`src/rtl/ifm_row_feeder.sv`:
```
// ---------------------------------------------------------------------------
// ifm_row_feeder
//
// Streams one IFM row from the on-chip IFM SRAM into the PE-side IFM shift
// buffer. After an accepted start it reads num_cols pixels from
// row_base+col. Addresses wrap modulo 2^ADDR_W. The SRAM has a one-cycle read
// latency. Each pixel is handed downstream with the ifm_input/ifm_read pair.
// A one-entry skid register catches the pixel that is in flight when stall
// rises, so no pixel is lost or duplicated.
//
// Parameters
//   ADDR_W  IFM SRAM address width
//   COL_W   width of num_cols and the column/delivery counters
//   KSIZE   window depth; win_valid rises after KSIZE deliveries
//
// Ports
//   clk        in   1       clock, rising edge
//   rst_n      in   1       asynchronous active-low reset
//   start      in   1       row request, sampled only in IDLE
//   row_base   in   ADDR_W  first SRAM address of the row
//   num_cols   in   COL_W   number of pixels in the row
//   stall      in   1       downstream not ready
//   mem_en     out  1       SRAM read enable
//   mem_addr   out  ADDR_W  SRAM read address
//   mem_rdata  in   8       signed SRAM data, valid the cycle after mem_en
//   ifm_input  out  8       signed pixel to the IFM buffer
//   ifm_read   out  1       ifm_input valid and consumed this cycle
//   win_valid  out  1       downstream holds KSIZE pixels of this row
//   busy       out  1       row in progress (FETCH or DRAIN)
//   done       out  1       one-cycle pulse when the row is fully delivered
// ---------------------------------------------------------------------------
module ifm_row_feeder #(
  parameter int unsigned ADDR_W = 6,
  parameter int unsigned COL_W  = 6,
  parameter int unsigned KSIZE  = 3
) (
  input  logic                     clk,
  input  logic                     rst_n,
  input  logic                     start,
  input  logic [ADDR_W-1:0]        row_base,
  input  logic [COL_W-1:0]         num_cols,
  input  logic                     stall,
  output logic                     mem_en,
  output logic [ADDR_W-1:0]        mem_addr,
  input  logic signed [7:0]        mem_rdata,
  output logic signed [7:0]        ifm_input,
  output logic                     ifm_read,
  output logic                     win_valid,
  output logic                     busy,
  output logic                     done
);

  typedef enum logic [1:0] {
    S_IDLE,
    S_FETCH,
    S_DRAIN,
    S_DONE
  } state_e;

  state_e                 state_q, state_d;
  logic [ADDR_W-1:0]      base_q, base_d;
  logic [COL_W-1:0]       ncols_q, ncols_d;
  logic [COL_W-1:0]       col_q, col_d;
  logic [COL_W-1:0]       dcnt_q, dcnt_d;
  logic                   win_q, win_d;
  logic                   rd_pend_q;
  logic                   skid_v_q, skid_v_d;
  logic signed [7:0]      skid_q, skid_d;
  logic                   fetch_en;

  // ---------------------------------------------------------------------
  // Read issue
  // ---------------------------------------------------------------------
  // Reads are gated by stall. While stall is high at most one pixel can be
  // in flight, and the skid register absorbs it.
  assign fetch_en = (state_q == S_FETCH) & ~stall;
  assign mem_en   = fetch_en;
  assign mem_addr = (state_q == S_FETCH) ? (base_q + ADDR_W'(col_q)) : '0;

  // ---------------------------------------------------------------------
  // Return path
  // ---------------------------------------------------------------------
  // The skid pixel is older than any pixel arriving from the SRAM, so it
  // has priority. In practice both are never valid in the same cycle.
  assign ifm_read  = (skid_v_q | rd_pend_q) & ~stall;
  assign ifm_input = ifm_read ? (skid_v_q ? skid_q : mem_rdata) : '0;
  assign win_valid = win_q;

  always_comb begin
    skid_v_d = skid_v_q;
    skid_d   = skid_q;
    if (rd_pend_q & stall & ~skid_v_q) begin
      skid_v_d = 1'b1;
      skid_d   = mem_rdata;
    end else if (skid_v_q & ~stall) begin
      skid_v_d = 1'b0;
    end
  end

  // ---------------------------------------------------------------------
  // Control FSM: next state, counters and status outputs
  // ---------------------------------------------------------------------
  always_comb begin
    state_d = state_q;
    base_d  = base_q;
    ncols_d = ncols_q;
    col_d   = col_q;
    dcnt_d  = dcnt_q;
    win_d   = win_q;
    busy    = 1'b0;
    done    = 1'b0;

    if (ifm_read) begin
      dcnt_d = dcnt_q + COL_W'(1);
      if (dcnt_q == COL_W'(KSIZE - 1)) begin
        win_d = 1'b1;
      end
    end

    case (state_q)
      S_IDLE: begin
        if (start) begin
          base_d  = row_base;
          ncols_d = num_cols;
          col_d   = '0;
          dcnt_d  = '0;
          win_d   = 1'b0;
          state_d = (num_cols == '0) ? S_DONE : S_FETCH;
        end
      end

      S_FETCH: begin
        busy = 1'b1;
        if (fetch_en) begin
          col_d = col_q + COL_W'(1);
          if (col_q == ncols_q - COL_W'(1)) begin
            state_d = S_DRAIN;
          end
        end
      end

      // Leave as soon as the final delivery is counted. DONE then falls in
      // the cycle directly after the last ifm_read.
      S_DRAIN: begin
        busy = 1'b1;
        if (dcnt_d == ncols_q) begin
          state_d = S_DONE;
        end
      end

      S_DONE: begin
        done    = 1'b1;
        state_d = S_IDLE;
      end

      default: begin
        state_d = S_IDLE;
      end
    endcase
  end

  // ---------------------------------------------------------------------
  // State registers
  // ---------------------------------------------------------------------
  always_ff @(posedge clk or negedge rst_n) begin
    if (!rst_n) begin
      state_q   <= S_IDLE;
      base_q    <= '0;
      ncols_q   <= '0;
      col_q     <= '0;
      dcnt_q    <= '0;
      win_q     <= 1'b0;
      rd_pend_q <= 1'b0;
      skid_v_q  <= 1'b0;
      skid_q    <= '0;
    end else begin
      state_q   <= state_d;
      base_q    <= base_d;
      ncols_q   <= ncols_d;
      col_q     <= col_d;
      dcnt_q    <= dcnt_d;
      win_q     <= win_d;
      rd_pend_q <= mem_en;
      skid_v_q  <= skid_v_d;
      skid_q    <= skid_d;
    end
  end

endmodule

```
`config.mk`:
```
export PLATFORM = sky130hd
export DESIGN_NAME = ifm_row_feeder
export DESIGN_NICKNAME = d
export VERILOG_FILES = /design/src/rtl/ifm_row_feeder.sv
export SDC_FILE = /design/constraint.sdc
export NUM_CORES = 1
export LEC_CHECK = 0
export CAP_MARGIN = 20
export CORE_ASPECT_RATIO = 0.8
export CORE_MARGIN = 10
export CORE_UTILIZATION = 40
export DETAILED_ROUTE_END_ITERATION = 12
export DONT_BUFFER_PORTS = 1
export HOLD_SLACK_MARGIN = 0.12
export PLACE_DENSITY_LB_ADDON = 0.05
export SETUP_SLACK_MARGIN = 0.2
export SLEW_MARGIN = 20
export SYNTH_ARGS = -nofsm -noshare
export SYNTH_HDL_FRONTEND = slang
export SYNTH_SLANG_ARGS = --single-unit
```
`constraint.sdc`:
```
create_clock -name clk -period 2.7 [get_ports clk]
set_clock_uncertainty 0.05 [all_clocks]
set_input_delay 0 -clock clk [delete_from_list [all_inputs] [get_ports clk]]
set_output_delay 0 -clock clk [all_outputs]
set_load 0.01 [all_outputs]
```
==> qor.txt, run 1 <==
Worst Setup End Kind - register
Core Rows - 24
CTS tree - built
Unique masters post-synth - 47
Vias in the first global route - 1,690
Required @ worst endpoint - 2.87 ns
CP Cell Sequence - inv_1 -> ha_1 -> nor2b_1 -> o21bai_1 -> a21oi_1 -> nand4_1 -> or3_1 -> a21oi_1
# DRC - 0
Worst-margin pin slew - 0.4603 ns
DR pass1 iterations - 4
CP delay by family, top - simple AND/OR/NAND/NOR gates
Total gr overflow - 0
Buffers & Inverters on Critical Path - 1
Leakage power - 1.315 nW
I/O Buffers - 0
Critical Path AT - 2.36 ns
Register area share after synthesis - 0.3932
Global-route wire length before repair - 9.135 mm
Post-cts sizing count - 0
Die Span X - 105.8 um
CTS root buf - clkbuf_8
Cell Area, Synth - 2355 um2
Finished Layout Cells - 357
CTS sink count - 37
Slowest-stage cell, CP - dfrtp_1
Fin crit period - 2.199 ns
Synthesized net count - 288
GRT Total Usage - 0.1194
Vias per cell - 5.003
Clock slew at reported path FFs - 0.08 ns
Worst vdd ir - 550.4 uV
Layout cell share with drive strength beyond 1 - 0.1075
Core area - 5585 um2
EDFF count, synth - 0
Filler Cells Inserted - 540
Yosys top cell by area - dfrtp_1
Synth area leaders - dfrtp_1 (39%), ha_1 (7.4%), nand2_1 (6.4%), xnor2_1 (4.8%), mux2i_1 (4.3%)
Post-Place Cells - 318
Critical path type - reg2reg
Crit path max fanout - 4
Latest clock arrival within the worst-skew pair - 0.29 ns
Max-cap violations - 0
Max-slew violations - 0
H-tree lvl count - 2
Final number of hold-violating endpoints - 0
Routed Wire Length - 5.588 mm
Antenna Nets Post-Route - 0
RSZ-0062 raised after global routing - false
Initial antenna violation count - 0
Fraction of registers with async set/reset - 1.000
Pin count of the biggest net entering global routing - 30
Antenna diodes - 0
Synth Register Bits - 37
Status - finished clean
Most frequent CP cell - a21oi_1
Clock tree buffer depth - 2
Nets - 317
Die area - 9375 um2
Die Height - 88.63 um
Synth Instances - 249
Setup-failing EPs final - 0
Post-synth top cells - nand2_1 (40), dfrtp_1 (37), nor2_1 (22), ha_1 (14), xnor2_1 (13)
Routed via count - 1,786
YS warnings - 0
Max incr delay on CP - 0.41 ns
DP Wirelength - 3.894 mm
Num CTS Buffers - 5
Post-synth top area share - 0.3932
Worst min path class - in2reg
Slew HR - 0.6924
Maximum clock rate - 454.7 MHz
Gp weighted congestion - 0.7535
PwrDens - 975.9 nW/um2
Final core occ - 0.5049
Area Overhead vs Synth - 19.77%
Starting Density - 0.4216
Avg Cell Area, Syn - 9.457 um2
Post-DR wirelength/cell - 15.65 um
Worst Setup Start Kind - register
Num ports - 43
Fin crit share - 0.8145
Most instantiated library cell after synthesis - nand2_1
Fin Setup TNS - 0 ns
Most used DFF post-synth - dfrtp_1
Iter 0 DRT Violations - 58
[power breakdown]
part	leakage (nW)	switching, mW	total (mW)	internal (mW)
clock network	0.0450	0.209	0.389	0.179
registers	0.471	0.249	1.02	0.771
logic	0.799	0.701	1.34	0.642
[through the flow]
| step | cell area, um2 | setup WS [ns] | total power [mW] | hold slack (ns) |
|---|---|---|---|---|
| floorplan | 2355 | 0.7647 | 2.042 | -0.3456 |
| global placement | 2420 | 0.4621 | 2.315 | -0.3439 |
| detailed placement | 2420 | 0.4351 | 2.315 | -0.3440 |
| CTS | 2783 | 0.4084 | 2.770 | 0.1209 |
| global route | 2820 | 0.2658 | 3.008 | 0.1561 |
| finish | 2820 | 0.5007 | 2.752 | 0.1143 |
[metal layers]
metal  share of wire  track usage  vias up
met2            0.42       0.1648       37
met3           0.067      0.04357        2
met1            0.51       0.1719      841
met5               0            0        -
met4          0.0041      0.02577        0
li1                -            -      906
[worst register-to-register path, cell delays in order (launching register included)]
cell and delay (ns):
dfrtp_1 0.41, inv_1 0.11, ha_1 0.24, nor2b_1 0.17, o21bai_1 0.20, a21oi_1 0.23
nand4_1 0.21, or3_1 0.38, a21oi_1 0.14
[what timing repair did]
action                                  4_1_cts  5_1_grt
endpoints found under the setup margin        0        1
hold buffers                                 26        0
endpoints found under the hold margin        69        0
buffers inserted                              0        5
[logic make-up (layout without fill, tap and decap cells)]
logic type / Yosys count / count (layout) / synth area share
buf+inv: 23 / 53 / 0.04304
xor+xnor: 26 / 26 / 0.1031
fa+ha+maj: 16 / 16 / 0.08714
compound gates: 35 / 35 / 0.1095
flops: 37 / 37 / 0.3932
mux: 18 / 18 / 0.08077
simple gates: 94 / 94 / 0.1833
[worst paths after layout]
check / from / cells past startpoint / slack, ns / to
min in group asynchronous: rst_n / 3 / 0.61 / ncols_q[4]
hold / removal: start / 3 / 0.11 / dcnt_q[4]
max in group asynchronous: rst_n / 4 / 1.65 / skid_q[0]
setup reg to reg: state_q[0] / 8 / 0.50 / col_q[5]
hold reg to reg: base_q[0] / 2 / 0.45 / base_q[0]
setup / recovery: state_q[0] / 8 / 0.50 / col_q[5]
[area by class of cell]
| class | instances | area, um2 | area share |
|---|---|---|---|
| inverter | 11 | 46.29 | 0.01642 |
| clock buffer | 6 | 72.57 | 0.02573 |
| tap | 78 | 97.59 | 0.03461 |
| multi-input combinational | 189 | 1328 | 0.4707 |
| timing repair buffer | 34 | 340.3 | 0.1207 |
| sequential | 37 | 925.9 | 0.3283 |
| clock inverter | 2 | 10.01 | 0.003549 |
[registers in the layout, summed over array words and instances (netlist names), 2 cells and up]
name	cells
col_q	6
state_q	2
dcnt_q	6
skid_q	8
base_q	6
ncols_q	6
[cells in the final DEF, fill, tap and decap left out, types with 3 or more instances in the layout]
master         synthesis  routed
a21o_1                 3       3
a21oi_1                8       8
a22o_1                 3       3
and2_1                 6       6
buf_4                  0       8
clkbuf_8               0       5
dfrtp_1               37      37
dlygate4sd3_1          0      24
ha_1                  14      14
inv_1                 10      10
mux2_2                 8       8
mux2i_1               10      10
nand2_1               40      40
nand3_1                3       3
nand4_1                4       4
nor2_1                22      22
nor2b_1                3       3
nor3_1                 4       4
nor4_1                 3       3
o21ai_0                6       6
o21bai_1               3       3
xnor2_1               13      13
xor2_1                11      11
No activity file was read; power rests on OpenSTA's default activity.
==> run 2, diff against run 1 <==
==> constraint.sdc (replaced) <==
create_clock -name clk -period 1.9 [get_ports clk]
set_clock_uncertainty 0.05 [all_clocks]
set_input_delay 0 -clock clk [delete_from_list [all_inputs] [get_ports clk]]
set_output_delay 0 -clock clk [all_outputs]
set_load 0.01 [all_outputs]
==> run 2 against run 1 <==
Net effect:
- the run now ends with negative setup slack left
- sequential power up 37%
- sequential share of layout area down 4.8 points
- worst setup slack worse by 0.55 ns
- routed wire length up 7.1%
- final area up 17%
- critical path depth unchanged
- final cell count up 10%
- worst hold slack worse by 0.0041 ns
- critical path type unchanged
==> qor.txt, run 2 (same netlist as run 1, synthesis figures left out) <==
Clock tree buffer depth - 2 (unchanged)
Met2 routed WL - 2.505 mm (+7.9%)
Leakage power - 1.564 nW (+19%)
Antenna Nets Post-Route - 0 (unchanged)
# DRC - 0 (unchanged)
Worst vdd ir - 771.8 uV (+40%)
Crit path max fanout - 6 (+2)
Fin crit period - 1.945 ns (-0.2540 ns)
Latest clock arrival within the worst-skew pair - 0.30 ns (about the same)
Worst Setup Start Kind - register
Pin count of the biggest net entering global routing - 38 (+27%)
Global-route wire length before repair - 10.03 mm (+9.7%)
Fin crit share - 1.024 (+0.2093)
DR pass1 iterations - 4 (unchanged)
Initial antenna violation count - 0 (unchanged)
CP delay by family, top - compound AO/OA/AOI/OAI gates
Hold slack - 0.1102 ns (-0.004120 ns)
Slowest-stage cell, CP - dfrtp_1
Fin Setup TNS - -0.06632 ns (-0.06632 ns)
Filler Cells Inserted - 512 (-5.2%)
Max-slew violations - 0 (unchanged)
Gp weighted congestion - 0.7505 (-0.40%)
Top layer in use - met4
Worst Slack Setup Final - -0.04525 ns (-0.5460 ns)
Max incr delay on CP - 0.41 ns (about the same)
Die area - 9375 um2 (unchanged)
Routed via count - 1,941 (+8.7%)
Layout cell share with drive strength beyond 1 - 0.3196 (+0.2121)
Reg2Reg Depth - 8 (unchanged)
Final number of hold-violating endpoints - 0 (unchanged)
Failing checks - negative setup slack
HP Start - stall
GRT Total Usage - 0.1322 (+0.01283)
Pre-CTS setup slack - -0.1163 ns (-0.5514 ns)
Worst min path class - in2reg
Commonest non-fill, non-tap cell in the layout - buf_4
CTS root buf - clkbuf_8
Routed Wire Length - 5.982 mm (+7.1%)
Buffers & Inverters on Critical Path - 1 (unchanged)
Worst setup startpoint - skid_v_q
CTS tree - built
Commonest cells after routing, fill and taps aside - buf_4 (44), nand2_1 (39), dfrtp_1 (35), dlygate4sd3_1 (24), nor2_1 (22)
Nets - 354 (+12%)
Design area - 3307 um2 (+17%)
Critical Path Stages - 8 (unchanged)
Critical path type - reg2reg
Maximum clock rate - 514.1 MHz (+13%)
Critical Path AT - 2.09 ns (-0.27 ns)
Area Overhead vs Synth - 40.44%
PwrDens - 1522 nW/um2 (+56%)
Metal3 WL - 310 um (-17%)
Clock slew at reported path FFs - 0.08 ns (about the same)
Number of flip-flops in the largest register - 8 (unchanged)
Core Rows - 24 (unchanged)
Required @ worst endpoint - 2.05 ns (-0.82 ns)
WL met1 - 3.104 mm (+8.2%)
Starting Density - 0.4216 (unchanged)
Die Span X - 105.8 um (unchanged)
Num ports - 43 (unchanged)
Vias per cell - 4.926 (-1.5%)
RSZ-0062 raised after global routing - true
CTS sink count - 37 (unchanged)
Total gr overflow - 0 (unchanged)
Reg area - 928.4 um2 (+0.27%)
Hold depth - 5 (+2)
Worst R2R Start - skid_v_q
Status - complete, but fails checks
Core area - 5585 um2 (unchanged)
Multi-input gate area - 1488 um2 (+12%)
I/O Buffers - 0 (unchanged)
H-tree lvl count - 2 (unchanged)
Worst-margin pin slew - 0.4371 ns (-0.02319 ns)
CP Cell Sequence - o21bai_4 -> inv_6 -> a21boi_4 -> a32o_2 -> a211oi_2 -> o41ai_2 -> nand2b_1 -> mux2i_1
Max-cap violations - 0 (unchanged)
Biggest register - skid_q
Worst Setup End Kind - register
Placed cell area - 2723 um2 (+13%)
Vias in the first global route - 1,947 (+15%)
Num CTS Buffers - 5 (unchanged)
Iter 0 DRT Violations - 48 (-17%)
Setup-failing EPs final - 3 (+3)
Post-DR wirelength/cell - 15.18 um (-3.0%)
Die Height - 88.63 um (unchanged)
Antenna diodes - 0 (unchanged)
DP Wirelength - 4.173 mm (+7.2%)
Slew HR - 0.7077 (+0.01532)
[run 2: cell count changes in the layout (fill, tap and decap cells not counted), moves of 4 or more]
| cell | delta |
|---|---|
| and2_1 | -4 |
| a21oi_2 | +4 |
| and2_4 | +4 |
| ha_1 | -5 |
| a21oi_1 | -4 |
| buf_4 | +36 |
[run 2: metal layers]
| metal | global-route usage | vias up |
|---|---|---|
| met2 | 0.1934 | 40 |
| met5 | 0 | - |
| met3 | 0.04648 | 8 |
| met4 | 0.03804 | 0 |
| li1 | - | 969 |
| met1 | 0.1797 | 924 |
[run 2: what timing repair did]
item                                    in CTS  in global routing
hold endpoints to repair                    70                  5
gates resized for setup                     26                  9
hold buffers                                24                  1
pin swaps                                   15                  9
setup buffers                                3                  3
endpoints found under the setup margin       9                 11
[run 2: final timing paths]
path                               to  slack (ns)
setup / recovery           state_q[1]       -0.05
hold / removal              dcnt_q[2]        0.11
setup reg to reg           state_q[1]       -0.05
hold reg to reg             base_q[0]        0.44
max in group asynchronous   dcnt_q[1]        1.47
min in group asynchronous   dcnt_q[3]        0.13
[run 2: where the power goes]
part	internal, mW	switching, mW
clock network	0.522	0.308
registers	1.10	0.300
logic	1.51	1.29
[run 2: area by class of cell]
cell class | count | share of cell area
Clock buffer | 5 | 0.02081
Sequential cell | 37 | 0.2807
Inverter | 11 | 0.01400
Timing Repair Buffer | 71 | 0.1854
Tap cell | 78 | 0.02951
Clock inverter | 3 | 0.01967
Multi-Input combinational cell | 189 | 0.4499
[run 2: metrics by stage]
step | cells | power [mW] | utilization
after floorplan | 249 | 2.954 | -
after global placement | 355 | 3.747 | 0.4875
after detailed placement | 355 | 3.744 | 0.4875
after CTS | 390 | 4.946 | 0.5784
after global routing | 394 | 5.433 | 0.5921
final | 394 | 5.033 | 0.5921
[run 2: worst min-delay path, stage by stage]
cell,delay [ns]
o21bai_4,0.15
inv_6,0.06
nand2_1,0.08
xor2_1,0.06
nor2_1,0.07
==> run 3, diff against run 2 <==
--- a/config.mk
+++ b/config.mk
@@ -8,7 +8,7 @@
 export CAP_MARGIN = 20
 export CORE_ASPECT_RATIO = 0.8
 export CORE_MARGIN = 10
-export CORE_UTILIZATION = 40
+export CORE_UTILIZATION = 57
 export DETAILED_ROUTE_END_ITERATION = 12
 export DONT_BUFFER_PORTS = 1
 export HOLD_SLACK_MARGIN = 0.12
==> run 3 against run 2 <==
Net effect:
- the flow still finishes with violations (negative setup slack)
- clock power down 36%
- final area down 3.0%
- register-to-register slack worse by 0.09 ns
- global-route usage up 4.2 points
- routed wire length up 1.2%
- critical path depth unchanged
- clock-buffer cell count up 1
- fmax down 4.7%
- die area down 24%
- worst hold slack better by 0.030 ns
- via count up 1.2%
- first-iteration DRC count up 110%
- critical path type unchanged
==> qor.txt, run 3 (same netlist as run 1, synthesis figures left out) <==
Iter 0 DRT Violations - 103 (+110%)
Design area - 3207 um2 (-3.0%)
Busiest layer in global routing - met2
Clock slew at reported path FFs - 0.07 ns (about the same)
Filler Cells Inserted - 228 (-55%)
RSZ-0062 raised after global routing - true
Reg area - 929.6 um2 (+0.13%)
Final number of hold-violating endpoints - 0 (unchanged)
Pin count of the biggest net entering global routing - 38 (unchanged)
Max-cap violations - 0 (unchanged)
Vias per cell - 5.322 (+8.0%)
Fin crit period - 2.040 ns (+0.09495 ns)
Commonest non-fill, non-tap cell in the layout - buf_4
Required @ worst endpoint - 2.03 ns (-0.02 ns)
Critical path type - reg2reg
Total power - 4.743 mW (-5.8%)
Met2 GRT Util - 0.2775 (+0.08408)
Number of flip-flops in the largest register - 8 (unchanged)
GRT Total Usage - 0.1739 (+0.04165)
Post-DR wirelength/cell - 16.40 um (+8.0%)
Biggest register - skid_q
Setup-failing EPs final - 3 (unchanged)
Hold slack - 0.1398 ns (+0.02962 ns)
Finished Layout Cells - 369 (-6.3%)
Die area - 7118 um2 (-24%)
Die Height - 77.49 um (-13%)
Pre-CTS setup slack - -0.1415 ns (-0.02529 ns)
Worst Setup Start Kind - register
Multi-input gate area - 1476 um2 (-0.76%)
Max-slew violations - 0 (unchanged)
Die Span X - 91.86 um (-13%)
Status - complete, but fails checks
Total gr overflow - 0 (unchanged)
Latest clock arrival within the worst-skew pair - 0.29 ns (about the same)
# DRC - 0 (unchanged)
Slew HR - 0.7343 (+0.02661)
Final core occ - 0.8268 (+0.2347)
Crit path max fanout - 5 (-1)
PwrDens - 1479 nW/um2 (-2.8%)
Max incr delay on CP - 0.45 ns (+0.04 ns)
Worst Setup End Kind - register
CTS root buf - clkbuf_8
Failing checks - negative setup slack
Fin crit share - 1.074 (+0.04997)
Fin Setup TNS - -0.2602 ns (-0.1939 ns)
Met1 Usage GRT - 0.2263 (+0.04656)
Worst vdd ir - 954.3 uV (+24%)
Num CTS Buffers - 5 (unchanged)
Gp weighted congestion - 0.7828 (+4.3%)
Global-route wire length before repair - 10.19 mm (+1.7%)
Core area - 3879 um2 (-31%)
Nets - 352 (-0.56%)
Routed via count - 1,964 (+1.2%)
CTS tree - built
Commonest cells after routing, fill and taps aside - buf_4 (41), nand2_1 (39), dfrtp_1 (34), dlygate4sd3_1 (23), nor2_1 (22)
Critical Path AT - 2.17 ns (+0.08 ns)
Slowest-stage cell, CP - dfrtp_2
Clock tree buffer depth - 2 (unchanged)
Worst Slack Setup Final - -0.1402 ns (-0.09495 ns)
Placed cell area - 2611 um2 (-4.1%)
Antenna diodes - 0 (unchanged)
Post-Place Cells - 321 (-9.6%)
Num ports - 43 (unchanged)
CP Cell Sequence - ha_4 -> nand3_2 -> o21bai_1 -> o311ai_1 -> nand2_1 -> o41ai_2 -> nand2b_1 -> mux2i_1
Starting Density - 0.6071 (+0.1855)
Layout cell share with drive strength beyond 1 - 0.3153 (-0.004334)
Antenna Nets Post-Route - 0 (unchanged)
Core Rows - 20 (-17%)
I/O Buffers - 0 (unchanged)
H-tree lvl count - 2 (unchanged)
DR pass1 iterations - 4 (unchanged)
Initial antenna violation count - 0 (unchanged)
Maximum clock rate - 490.1 MHz (-4.7%)
Met3 usage - 0.04423 (-0.002247)
Area Overhead vs Synth - 36.19%
Routed Wire Length - 6.053 mm (+1.2%)
Worst-margin pin slew - 0.3973 ns (-0.03979 ns)
Leakage power - 1.519 nW (-2.9%)
DP Wirelength - 4.094 mm (-1.9%)
Worst min path class - in2async
CTS sink count - 37 (unchanged)
Vias in the first global route - 2,083 (+7.0%)
==> run 3: what timing repair did <==
action / in CTS / in global routing
hold endpoints to repair: 71 / 0
setup endpoints to repair: 9 / 10
gates resized for setup: 26 / 11
buffers inserted: 11 / 5
hold buffers: 24 / 0
pin swaps: 19 / 11
gates cloned: 0 / 0
==> run 3: layer usage <==
metal  vias up  wire length (um)
met2        48              2788
li1        970                 -
met5         -                 0
met1       938              2867
met3         8               331
met4         0                65
==> run 3: layout make-up <==
type | instances | area share
Tap cell | 55 | 0.02146
Clock inverter | 2 | 0.003121
Sequential cell | 37 | 0.2899
Clock buffer | 6 | 0.02263
Inverter | 11 | 0.01444
Timing Repair Buffer | 69 | 0.1881
Multi-Input combinational cell | 189 | 0.4604
==> run 3: power breakdown <==
part | switching [mW] | internal [mW] | leakage (nW) | total (mW)
logic | 1.33 | 1.46 | 1.01 | 2.80
registers | 0.309 | 1.10 | 0.467 | 1.41
clock network | 0.281 | 0.254 | 0.0450 | 0.535
==> run 3: path summary, 6_finish.rpt <==
kind                       slack, ns      start         end  cells after the start
max                            -0.14  dcnt_q[0]  state_q[1]                      8
min                             0.14      rst_n    col_q[2]                      2
max reg2reg                    -0.14  dcnt_q[0]  state_q[1]                      8
min reg2reg                     0.45  base_q[3]   base_q[3]                      2
max in group asynchronous       1.46      rst_n   dcnt_q[0]                      2
min in group clk                0.14      start    col_q[1]                      4
==> run 3: critical path, delay by kind of cell, from the launching register on <==
kind            cells  cell delay (ns)
compound gates      3             0.74
fa+ha+maj           1             0.20
flops               1             0.45
mux                 1             0.14
simple gates        3             0.34
